==> src/rtl/mdio_slave_responder.sv <==
// MDIO (Clause 22) PHY-side responder: oversamples MDC/MDIO, decodes frames for
// PHY_ADDR and services them through a strobe-based register-file port.
// Optional feature macro: MDIO_SLAVE_PREAMBLE_SUPPRESS_EN (accept a 1-bit
// preamble after a normally completed frame).
module mdio_slave_responder #(
  parameter logic [4:0]  PHY_ADDR     = 5'd1,
  parameter int unsigned PREAMBLE_LEN = 32
) (
  input  logic        ip_master_clk,
  input  logic        ip_reset_n,
  input  logic        ip_mdio_clk,
  input  logic        ip_mdio_data,
  output logic        op_mdio_data,
  output logic        op_mdio_oe,
  output logic [4:0]  op_reg_addr,
  output logic        op_reg_wr_strobe,
  output logic [15:0] op_reg_wr_data,
  output logic        op_reg_rd_strobe,
  input  logic [15:0] ip_reg_rd_data,
  output logic        op_frame_error
);

  localparam int unsigned PCW = $clog2(PREAMBLE_LEN + 1);

  typedef enum logic [2:0] {
    S_PREAMBLE, S_START, S_OP, S_PHYAD, S_REGAD, S_TA, S_DATA_RX, S_DATA_TX
  } state_e;

  state_e          state_q, state_d;
  logic [2:0]      mdc_sync_q;
  logic [1:0]      mdio_sync_q;
  logic [3:0]      cnt_q, cnt_d;
  logic [PCW-1:0]  pre_cnt_q, pre_cnt_d;
  logic [PCW-1:0]  pre_min_c;
  logic [14:0]     shift_q, shift_d;
  logic [15:0]     tx_q, tx_d;
  logic            is_read_q, is_read_d;
  logic            hit_q, hit_d;
  logic            tx_last_q, tx_last_d;
  logic            rd_pend_q, rd_pend_d;
  logic [4:0]      addr_q, addr_d;
  logic [15:0]     wr_data_q, wr_data_d;
  logic            wr_stb_q, wr_stb_d;
  logic            rd_stb_q, rd_stb_d;
  logic            err_q, err_d;
  logic            oe_q, oe_d;
  logic            data_q, data_d;
  logic            rise_c, fall_c, bit_c;

  // MDC/MDIO synchronizers; mdc_sync_q[2] is the extra delay stage for edge detection
  always_ff @(posedge ip_master_clk or negedge ip_reset_n) begin
    if (!ip_reset_n) begin
      mdc_sync_q  <= '0;
      mdio_sync_q <= '0;
    end else begin
      mdc_sync_q  <= {mdc_sync_q[1:0], ip_mdio_clk};
      mdio_sync_q <= {mdio_sync_q[0], ip_mdio_data};
    end
  end

  assign rise_c = mdc_sync_q[1] & ~mdc_sync_q[2];
  assign fall_c = ~mdc_sync_q[1] & mdc_sync_q[2];
  assign bit_c  = mdio_sync_q[1];

`ifdef MDIO_SLAVE_PREAMBLE_SUPPRESS_EN
  logic supp_q, supp_d, frame_done_c;

  assign frame_done_c = (rise_c && state_q == S_DATA_RX && cnt_q == 4'd0) ||
                        (fall_c && state_q == S_DATA_TX && tx_last_q);

  // Relaxed-preamble flag: set by a clean frame end, cleared by any abort
  always_comb begin
    supp_d = supp_q;
    if (err_d)             supp_d = 1'b0;
    else if (frame_done_c) supp_d = 1'b1;
  end

  // Relaxed-preamble flag register
  always_ff @(posedge ip_master_clk or negedge ip_reset_n) begin
    if (!ip_reset_n) supp_q <= 1'b0;
    else             supp_q <= supp_d;
  end

  assign pre_min_c = supp_q ? PCW'(1) : PCW'(PREAMBLE_LEN);
`else
  assign pre_min_c = PCW'(PREAMBLE_LEN);
`endif

  // Frame decoder: field sampling at MDC rise, pad updates at MDC fall
  always_comb begin
    state_d   = state_q;
    cnt_d     = cnt_q;
    pre_cnt_d = pre_cnt_q;
    shift_d   = shift_q;
    tx_d      = tx_q;
    is_read_d = is_read_q;
    hit_d     = hit_q;
    tx_last_d = tx_last_q;
    rd_pend_d = rd_stb_q;
    addr_d    = addr_q;
    wr_data_d = wr_data_q;
    wr_stb_d  = 1'b0;
    rd_stb_d  = 1'b0;
    err_d     = 1'b0;
    oe_d      = oe_q;
    data_d    = data_q;

    if (rd_pend_q) tx_d = ip_reg_rd_data;

    if (rise_c) begin
      shift_d = {shift_q[13:0], bit_c};
      cnt_d   = cnt_q - 4'd1;
      case (state_q)
        S_PREAMBLE: begin
          if (bit_c) begin
            if (pre_cnt_q < PCW'(PREAMBLE_LEN)) pre_cnt_d = pre_cnt_q + PCW'(1);
          end else if (pre_cnt_q >= pre_min_c) begin
            state_d   = S_START;
            pre_cnt_d = '0;
          end else begin
            pre_cnt_d = '0;
          end
        end
        S_START: begin
          if (bit_c) begin
            state_d = S_OP;
            cnt_d   = 4'd1;
          end else begin
            state_d = S_PREAMBLE;
            err_d   = 1'b1;
          end
        end
        S_OP: begin
          if (cnt_q == 4'd0) begin
            if ({shift_q[0], bit_c} == 2'b10 || {shift_q[0], bit_c} == 2'b01) begin
              is_read_d = shift_q[0];
              state_d   = S_PHYAD;
              cnt_d     = 4'd4;
            end else begin
              state_d = S_PREAMBLE;
              err_d   = 1'b1;
            end
          end
        end
        S_PHYAD: begin
          if (cnt_q == 4'd0) begin
            hit_d   = ({shift_q[3:0], bit_c} == PHY_ADDR);
            state_d = S_REGAD;
            cnt_d   = 4'd4;
          end
        end
        S_REGAD: begin
          if (cnt_q == 4'd0) begin
            addr_d   = {shift_q[3:0], bit_c};
            rd_stb_d = is_read_q & hit_q;
            state_d  = S_TA;
            cnt_d    = 4'd1;
          end
        end
        S_TA: begin
          if (!is_read_q && ((cnt_q == 4'd1 && !bit_c) || (cnt_q == 4'd0 && bit_c))) begin
            state_d = S_PREAMBLE;
            err_d   = 1'b1;
          end else if (cnt_q == 4'd0) begin
            state_d   = is_read_q ? S_DATA_TX : S_DATA_RX;
            cnt_d     = 4'd15;
            tx_last_d = 1'b0;
          end
        end
        S_DATA_RX: begin
          if (cnt_q == 4'd0) begin
            if (hit_q) begin
              wr_data_d = {shift_q, bit_c};
              wr_stb_d  = 1'b1;
            end
            state_d = S_PREAMBLE;
          end
        end
        S_DATA_TX: begin
          if (cnt_q == 4'd0) tx_last_d = 1'b1;
        end
        default: state_d = S_PREAMBLE;
      endcase
    end else if (fall_c) begin
      if (state_q == S_TA && is_read_q && cnt_q == 4'd0 && hit_q) begin
        oe_d   = 1'b1;
        data_d = 1'b0;
      end else if (state_q == S_DATA_TX) begin
        if (tx_last_q) begin
          oe_d      = 1'b0;
          data_d    = 1'b1;
          state_d   = S_PREAMBLE;
          pre_cnt_d = '0;
        end else begin
          if (hit_q) data_d = tx_q[15];
          tx_d = {tx_q[14:0], 1'b0};
        end
      end
    end
  end

  // State and output registers
  always_ff @(posedge ip_master_clk or negedge ip_reset_n) begin
    if (!ip_reset_n) begin
      state_q   <= S_PREAMBLE;
      cnt_q     <= '0;
      pre_cnt_q <= '0;
      shift_q   <= '0;
      tx_q      <= '0;
      is_read_q <= 1'b0;
      hit_q     <= 1'b0;
      tx_last_q <= 1'b0;
      rd_pend_q <= 1'b0;
      addr_q    <= '0;
      wr_data_q <= '0;
      wr_stb_q  <= 1'b0;
      rd_stb_q  <= 1'b0;
      err_q     <= 1'b0;
      oe_q      <= 1'b0;
      data_q    <= 1'b1;
    end else begin
      state_q   <= state_d;
      cnt_q     <= cnt_d;
      pre_cnt_q <= pre_cnt_d;
      shift_q   <= shift_d;
      tx_q      <= tx_d;
      is_read_q <= is_read_d;
      hit_q     <= hit_d;
      tx_last_q <= tx_last_d;
      rd_pend_q <= rd_pend_d;
      addr_q    <= addr_d;
      wr_data_q <= wr_data_d;
      wr_stb_q  <= wr_stb_d;
      rd_stb_q  <= rd_stb_d;
      err_q     <= err_d;
      oe_q      <= oe_d;
      data_q    <= data_d;
    end
  end

  assign op_mdio_data     = data_q;
  assign op_mdio_oe       = oe_q;
  assign op_reg_addr      = addr_q;
  assign op_reg_wr_strobe = wr_stb_q;
  assign op_reg_wr_data   = wr_data_q;
  assign op_reg_rd_strobe = rd_stb_q;
  assign op_frame_error   = err_q;

endmodule

==> config.mk <==
export PLATFORM = sky130hd
export DESIGN_NAME = mdio_slave_responder
export DESIGN_NICKNAME = d
export VERILOG_FILES = /design/src/rtl/mdio_slave_responder.sv
export SDC_FILE = /design/constraint.sdc
export NUM_CORES = 1
export LEC_CHECK = 0
export ABC_AREA = 1
export CORE_MARGIN = 2
export CORE_UTILIZATION = 50
export CTS_CLUSTER_SIZE = 40
export DETAILED_ROUTE_END_ITERATION = 6
export PLACE_DENSITY = 0.73
export SLEW_MARGIN = 10
export SYNTH_ARGS = -nofsm -noshare
export SYNTH_HDL_FRONTEND = slang
export SYNTH_SLANG_ARGS = --single-unit
==> constraint.sdc <==
create_clock -name ip_master_clk -period 5.3 [get_ports ip_master_clk]
set_clock_uncertainty 0.2 [all_clocks]
set_input_delay 0.795 -clock ip_master_clk [delete_from_list [all_inputs] [get_ports ip_master_clk]]
set_output_delay 0.795 -clock ip_master_clk [all_outputs]
set_load 0.01 [all_outputs]
# Word level (Yosys, flattened, before mapping)
# Cells that the tools add are included.
# W data, S select, Z words.
word_totals:
  register_bits: 79
  inputBits: 20
  out_inout_bits: 26
  elab_cells: 144
classes:
  add_sub_neg: 2
  order_cmp: 2
  eq_ne: 25
  n_mux: 63
  bitwise_logic: 6
  n_reduce_logical: 28
op_table:
  columns: ["op", "n"]
  rows:
  - ["$mux W16", 6]
  - ["$mux W6", 8]
  - ["$mux W3", 13]
  - ["$mux W4", 7]
  - ["$mux W1", 23]
  - ["$pmux W3 S7", 1]
  - ["$pmux W4 S5", 1]
  - ["$ne A3 B3 Y1 const B", 6]
  - ["$reduce_and A4 Y1", 4]
  - ["$eq A3 B3 Y1 const B", 4]
  - ["$reduce_and A12 Y1", 1]
  - ["$reduce_bool A2 Y1", 6]
  - ["$ne A2 B2 Y1 const B", 4]
  - ["$ne A8 B1 Y1 const B", 1]
  - ["$add A6 B1 Y6 const B", 1]
  - ["$eq A3 B2 Y1 const B", 2]
  - ["$ge A6 B6 Y1 const B", 1]
  - ["$logic_and A1 B1 Y1", 6]
  - ["$lt A6 B6 Y1 const B", 1]
  - ["$reduce_and A3 Y1", 2]
  - ["$reduce_and A6 Y1", 1]
  - ["$eq A5 B1 Y1 const B", 1]
  - ["$reduce_and A5 Y1", 1]
  - ["$eq A4 B1 Y1 const B", 1]
  - ["other kinds (17)", 24]

# Depth between registers and ports, before layout
logic_depth:
  word_depth: 7
  mapped_depth: 12
  depth_no_buf: 12

# Worst setup path before layout
# OpenSTA, ideal clock, no wires.
synth_timing:
  path_type: "register to register"
  from: "register cnt_q[0]"
  to: "register wr_data_q[12] (netlist: op_reg_wr_data[12])"
  setup_time_ns: 0.125
  arrival_time_ns: 1.556
  required_ns: 4.975
  path_slack_ns: 3.419
  stages_incl_launch_ff: 9
  path_buffers: 1
  synth_period_minus_slack_ns: 1.881
  cell_sequence: "dfrtp_1 inv_1 ha_1 nand2_1 inv_2 nand2_4 nor2_8 buf_8 mux2_4"
synth_between:
  elab_chain_cells: 2
synth_lines:
  columns: ["element", "line_no", "source"]
  rows:
  - ["start, declared", "32", "logic [3:0] cnt_q, cnt_d;"]
  - ["start signal, assigned", "223", "cnt_q <= cnt_d;"]
  - ["$logic_not A4 Y1", "171", "if (cnt_q == 4'd0) begin"]
  - ["$reduce_and A4 Y1 (no source line)", null, null]
  - ["end signal, assigned", "232", "wr_data_q <= wr_data_d;"]
  - ["end, declared", "42", "logic [15:0] wr_data_q, wr_data_d;"]
# No other way between the ends.
# A chain may end at the register's enable or synchronous reset.

# Worst setup path in the final report
layout_timing:
  from: "register mdc_sync_q[2]"
  to: "register pre_cnt_q[5]"
layout_between:
  elab_chain_cells: 4
  elab_cells_between_ends: 11
  classes_between: "3 x eq/ne; 1 x mux; 3 x bitwise; 4 x reduce/logical"
layout_lines:
  columns: ["element", "line_no", "source"]
  rows:
  - ["start, declared", "30", "logic [2:0] mdc_sync_q;"]
  - ["start signal, assigned", "56", "mdc_sync_q <= {mdc_sync_q[1:0], ip_mdio_clk};"]
  - ["$not A1 Y1 (*)", "61", "assign rise_c = mdc_sync_q[1] & ~mdc_sync_q[2];"]
  - ["$and A1 B1 Y1 (*)", "61", null]
  - ["via rise_c", "48", "logic rise_c, fall_c, bit_c;"]
  - ["$ne A3 B2 Y1 (no source line) (tied with other cells)", null, null]
  - ["$reduce_and A6 Y1 (no source line)", null, null]
  - ["end signal, assigned", "224", "pre_cnt_q <= pre_cnt_d;"]
  - ["end, declared", "33", "logic [PCW-1:0] pre_cnt_q, pre_cnt_d;"]
# The timed path passes the listed nets; every way through them passes the cells marked *.

==> flow_summary.yaml <==
run_status:
  outcome: "completed"
floorplanning:
  die_w_um: 91.24
  io_pins: 46
  start_util_pct: 52.18
  row_count: 31
  die_h_um: 91.24
  core_um2: 7292
  die_area_um2: 8324
sta:
  relSlewSlack_pct: 34.68
  hold_ws_ps: 158.0
  fin_crit_sh_pct: 53.36
  finalSetupViolCount: 0
  setup_tns_ps: 0
  timing.final.crit_period_ps: 2828
  worst_slew_pin_slew_ps: 979.8
  drv_slew: 0
  rsz0062_at_grt: "false"
  clock.fmax_mhz: 353.6
  report.final.hold_viol_count: 0
power_and_ir_drop:
  swShare_pct: 29.66
  p_clk_share_pct: 35.7
  power.density_nw_per_um2: 293.3
  power.internal_w: 0.0009279
  power_frac_comb_pct: 13.7
  p_switching_w: 0.0003912
  pwr-share-seq_pct: 50.5
  p_leak_nw: 2.241
  irDropWorstVdd_v: 0.0001384
routing:
  antenna_left: 0
  top_layer: "met4"
  via_per_inst: 5.120
  wire_per_inst_um: 12.77
  met3_length_um: 339
  wl_mm: 7.458
  dr.pass1.iters: 4
  drt-met1-wl_mm: 3.549
  wl_met2_mm: 3.478
  vias: 2990
  drc: 0
  drtIter0Drc: 141
yosys:
  synth_area_um2: 3805
  avgSynthCellArea_um2: 8.687
  yosysWarningCount: 0
  ys_seq_area_share_pct: 51.99
  synthCells: 438
  synth.top_cell.area_share_pct: 51.30
  synth_cell_types: 36
  synth-seq-cells: 79
  syn_nets: 466
  synth_top_area_cell: "dfrtp_1"
  synthTopCellsByArea: "dfrtp_1 (51%), nand2_1 (10%), o21ai_0 (6.6%)"
worst_hold_path:
  hp-class: "register to register"
  min_from: "mdio_sync_q[0]"
global_route:
  gr-total-overflow: 0
  grt_max_degree: 80
  grt.total_usage_pct: 19.97
  antenna_found_initial: 0
  grt_pass1_vias: 2862
  grt_pass1_wl_mm: 13.33
clock_network:
  ctsHoldBuffers: 0
  cts_tree: "built"
  clock-sinks: 79
  cts_setup_buffers: 0
  clock_latency_ps: 360
  clk_pin_slew_ps: 90
  h-tree-depth: 3
  postCtsResizedCells: 0
  clock_path_buffers: 2
  cts_buffers: 9
  ctsRootBufferMaster: "clkbuf_8"
finish:
  final.fill_count: 657
  antenna_cells: 0
  drive_gt1_share_pct: 10.52
  register_area_um2: 1978
  fin_nets: 508
  areaGrowthSynthToFinish_pct: 18.18
  multi_input_area_um2: 1530
critical_path:
  r2r-start: "mdc_sync_q[2]"
  path_class: "register to register"
  arrival_ps: 2870
  critPathLaunch: "mdc_sync_q[2]"
  crit_buf_inv: 2
  max_stage_delay_ps: 790
  path_cells: "inv_1 > ha_1 > inv_2 > nand2_1 > nand3_2 > nor2_4 > nand2_1 > a21boi_1"
  crit_required_ps: 5350
  slowest_stage: "ha_1"
  end_kind: "register"
  worstPathMaxFanout: 28
  cp-start-kind: "register"
  path_common_cell: "nand2_1"
  path_delay_family: "adder cells"
place:
  numPortBuffers: 45
  dp_hpwl_mm: 5.200
  gp_congestion: 0.9032
flow_run:
  cap_viol_max_count: 0
-- cell type report --
type	instances	share of cell area (%)
flip-flops and latches	79	43.99
multi-input cells	292	34.03
repair buffers	45	9.961
inverters	53	4.480
clock buffers	9	2.755
well taps	99	2.755
clock inverters	7	2.031
-- worst paths after layout --
kind / endpoint / slack (ps) / depth (start not counted)
max: pre_cnt_q[5] / 2470 / 8
min: mdio_sync_q[1] / 160 / 0
max reg2reg: pre_cnt_q[5] / 2470 / 8
min reg2reg: mdio_sync_q[1] / 160 / 0
max in group asynchronous: op_reg_addr[0] / 3910 / 1
min in group asynchronous: tx_q[10] / 370 / 1
-- metrics by stage --
stage	instances	util, %	setup WS, ps	total power (W)	instance area, um2
6_report	584	61.67	2472	0.001319	4497
5_1_grt	584	61.67	2168	0.001397	4497
4_1_cts	584	61.67	2467	0.001333	4497
3_5_place_dp	568	58.72	2471	0.0008588	4282
3_3_place_gp	568	58.72	2607	0.0008547	4282
2_1_floorplan	438	-	3419	0.0007974	3805
-- cell families (layout without fill, tap and decap cells) --
| kind of cell | count (synthesis) | in the layout | share of synthesized area [%] |
|---|---|---|---|
| flip-flops | 79 | 79 | 51.99 |
| adder cells (fa/ha/maj) | 8 | 8 | 2.631 |
| AND/OR/NAND/NOR | 186 | 186 | 22.07 |
| XOR/XNOR | 3 | 3 | 0.6907 |
| AO/OA/AOI/OAI | 85 | 85 | 11.58 |
| multiplexers | 10 | 10 | 3.256 |
| buffers and inverters | 67 | 114 | 7.793 |
-- Yosys cell counts (all sizes together) --
master and instances:
nand2 110, dfrtp 78, o21ai 57, inv 53
nor2 45, nand3 21, a21oi 20, mux2 10
clkbuf 8, ha 8, buf 6, a31oi 5
nand4 4, nor3 4, xor2 3, a21boi 1
a41oi 1, and2 1, and3 1, dfstp 1
o21a 1
-- cell usage in the layout, fill, tap and decap left out, types with 4 or more instances in the layout --
master and instances:
clkdlybuf4s50_1 44, nor2_1 38, inv_2 5, nand4_1 4, ha_1 8, inv_1 47
nand2_1 103, a31oi_1 5, o21ai_1 7, mux2_2 7, o21ai_0 50, a21oi_1 20
nand2_2 5, clkbuf_8 9, nand3_1 19, dfrtp_1 78
-- power by group through the flow --
stage	sequential [W]	combinational, W	clock, W
global route	0.000673	0.000211	0.000513
floorplan	0.000668	0.000130	0
detailed placement	0.000679	0.000180	0
CTS	0.000666	0.000182	0.000484
finish	0.000667	0.000181	0.000471
global placement	0.000678	0.000177	0
-- sequential cells by signal (all words and copies together), names as in the netlist --
name,cells
op_reg_rd_strobe,1
is_read_q,1
op_mdio_data,1
shift_q,15
state_q,3
pre_cnt_q,6
op_reg_wr_strobe,1
rd_pend_q,1
mdc_sync_q,3
op_mdio_oe,1
tx_last_q,1
mdio_sync_q,2
op_frame_error,1
cnt_q,4
tx_q,16
op_reg_wr_data,16
op_reg_addr,5
hit_q,1
-- layer usage --
layer | track usage, % | up-vias
li1 | - | 1493
met2 | 30.99 | 68
met1 | 27.98 | 1421
met3 | 4.149 | 8
met4 | 7.071 | 0
met5 | 0 | -
Power figures use the tool's default switching activity.
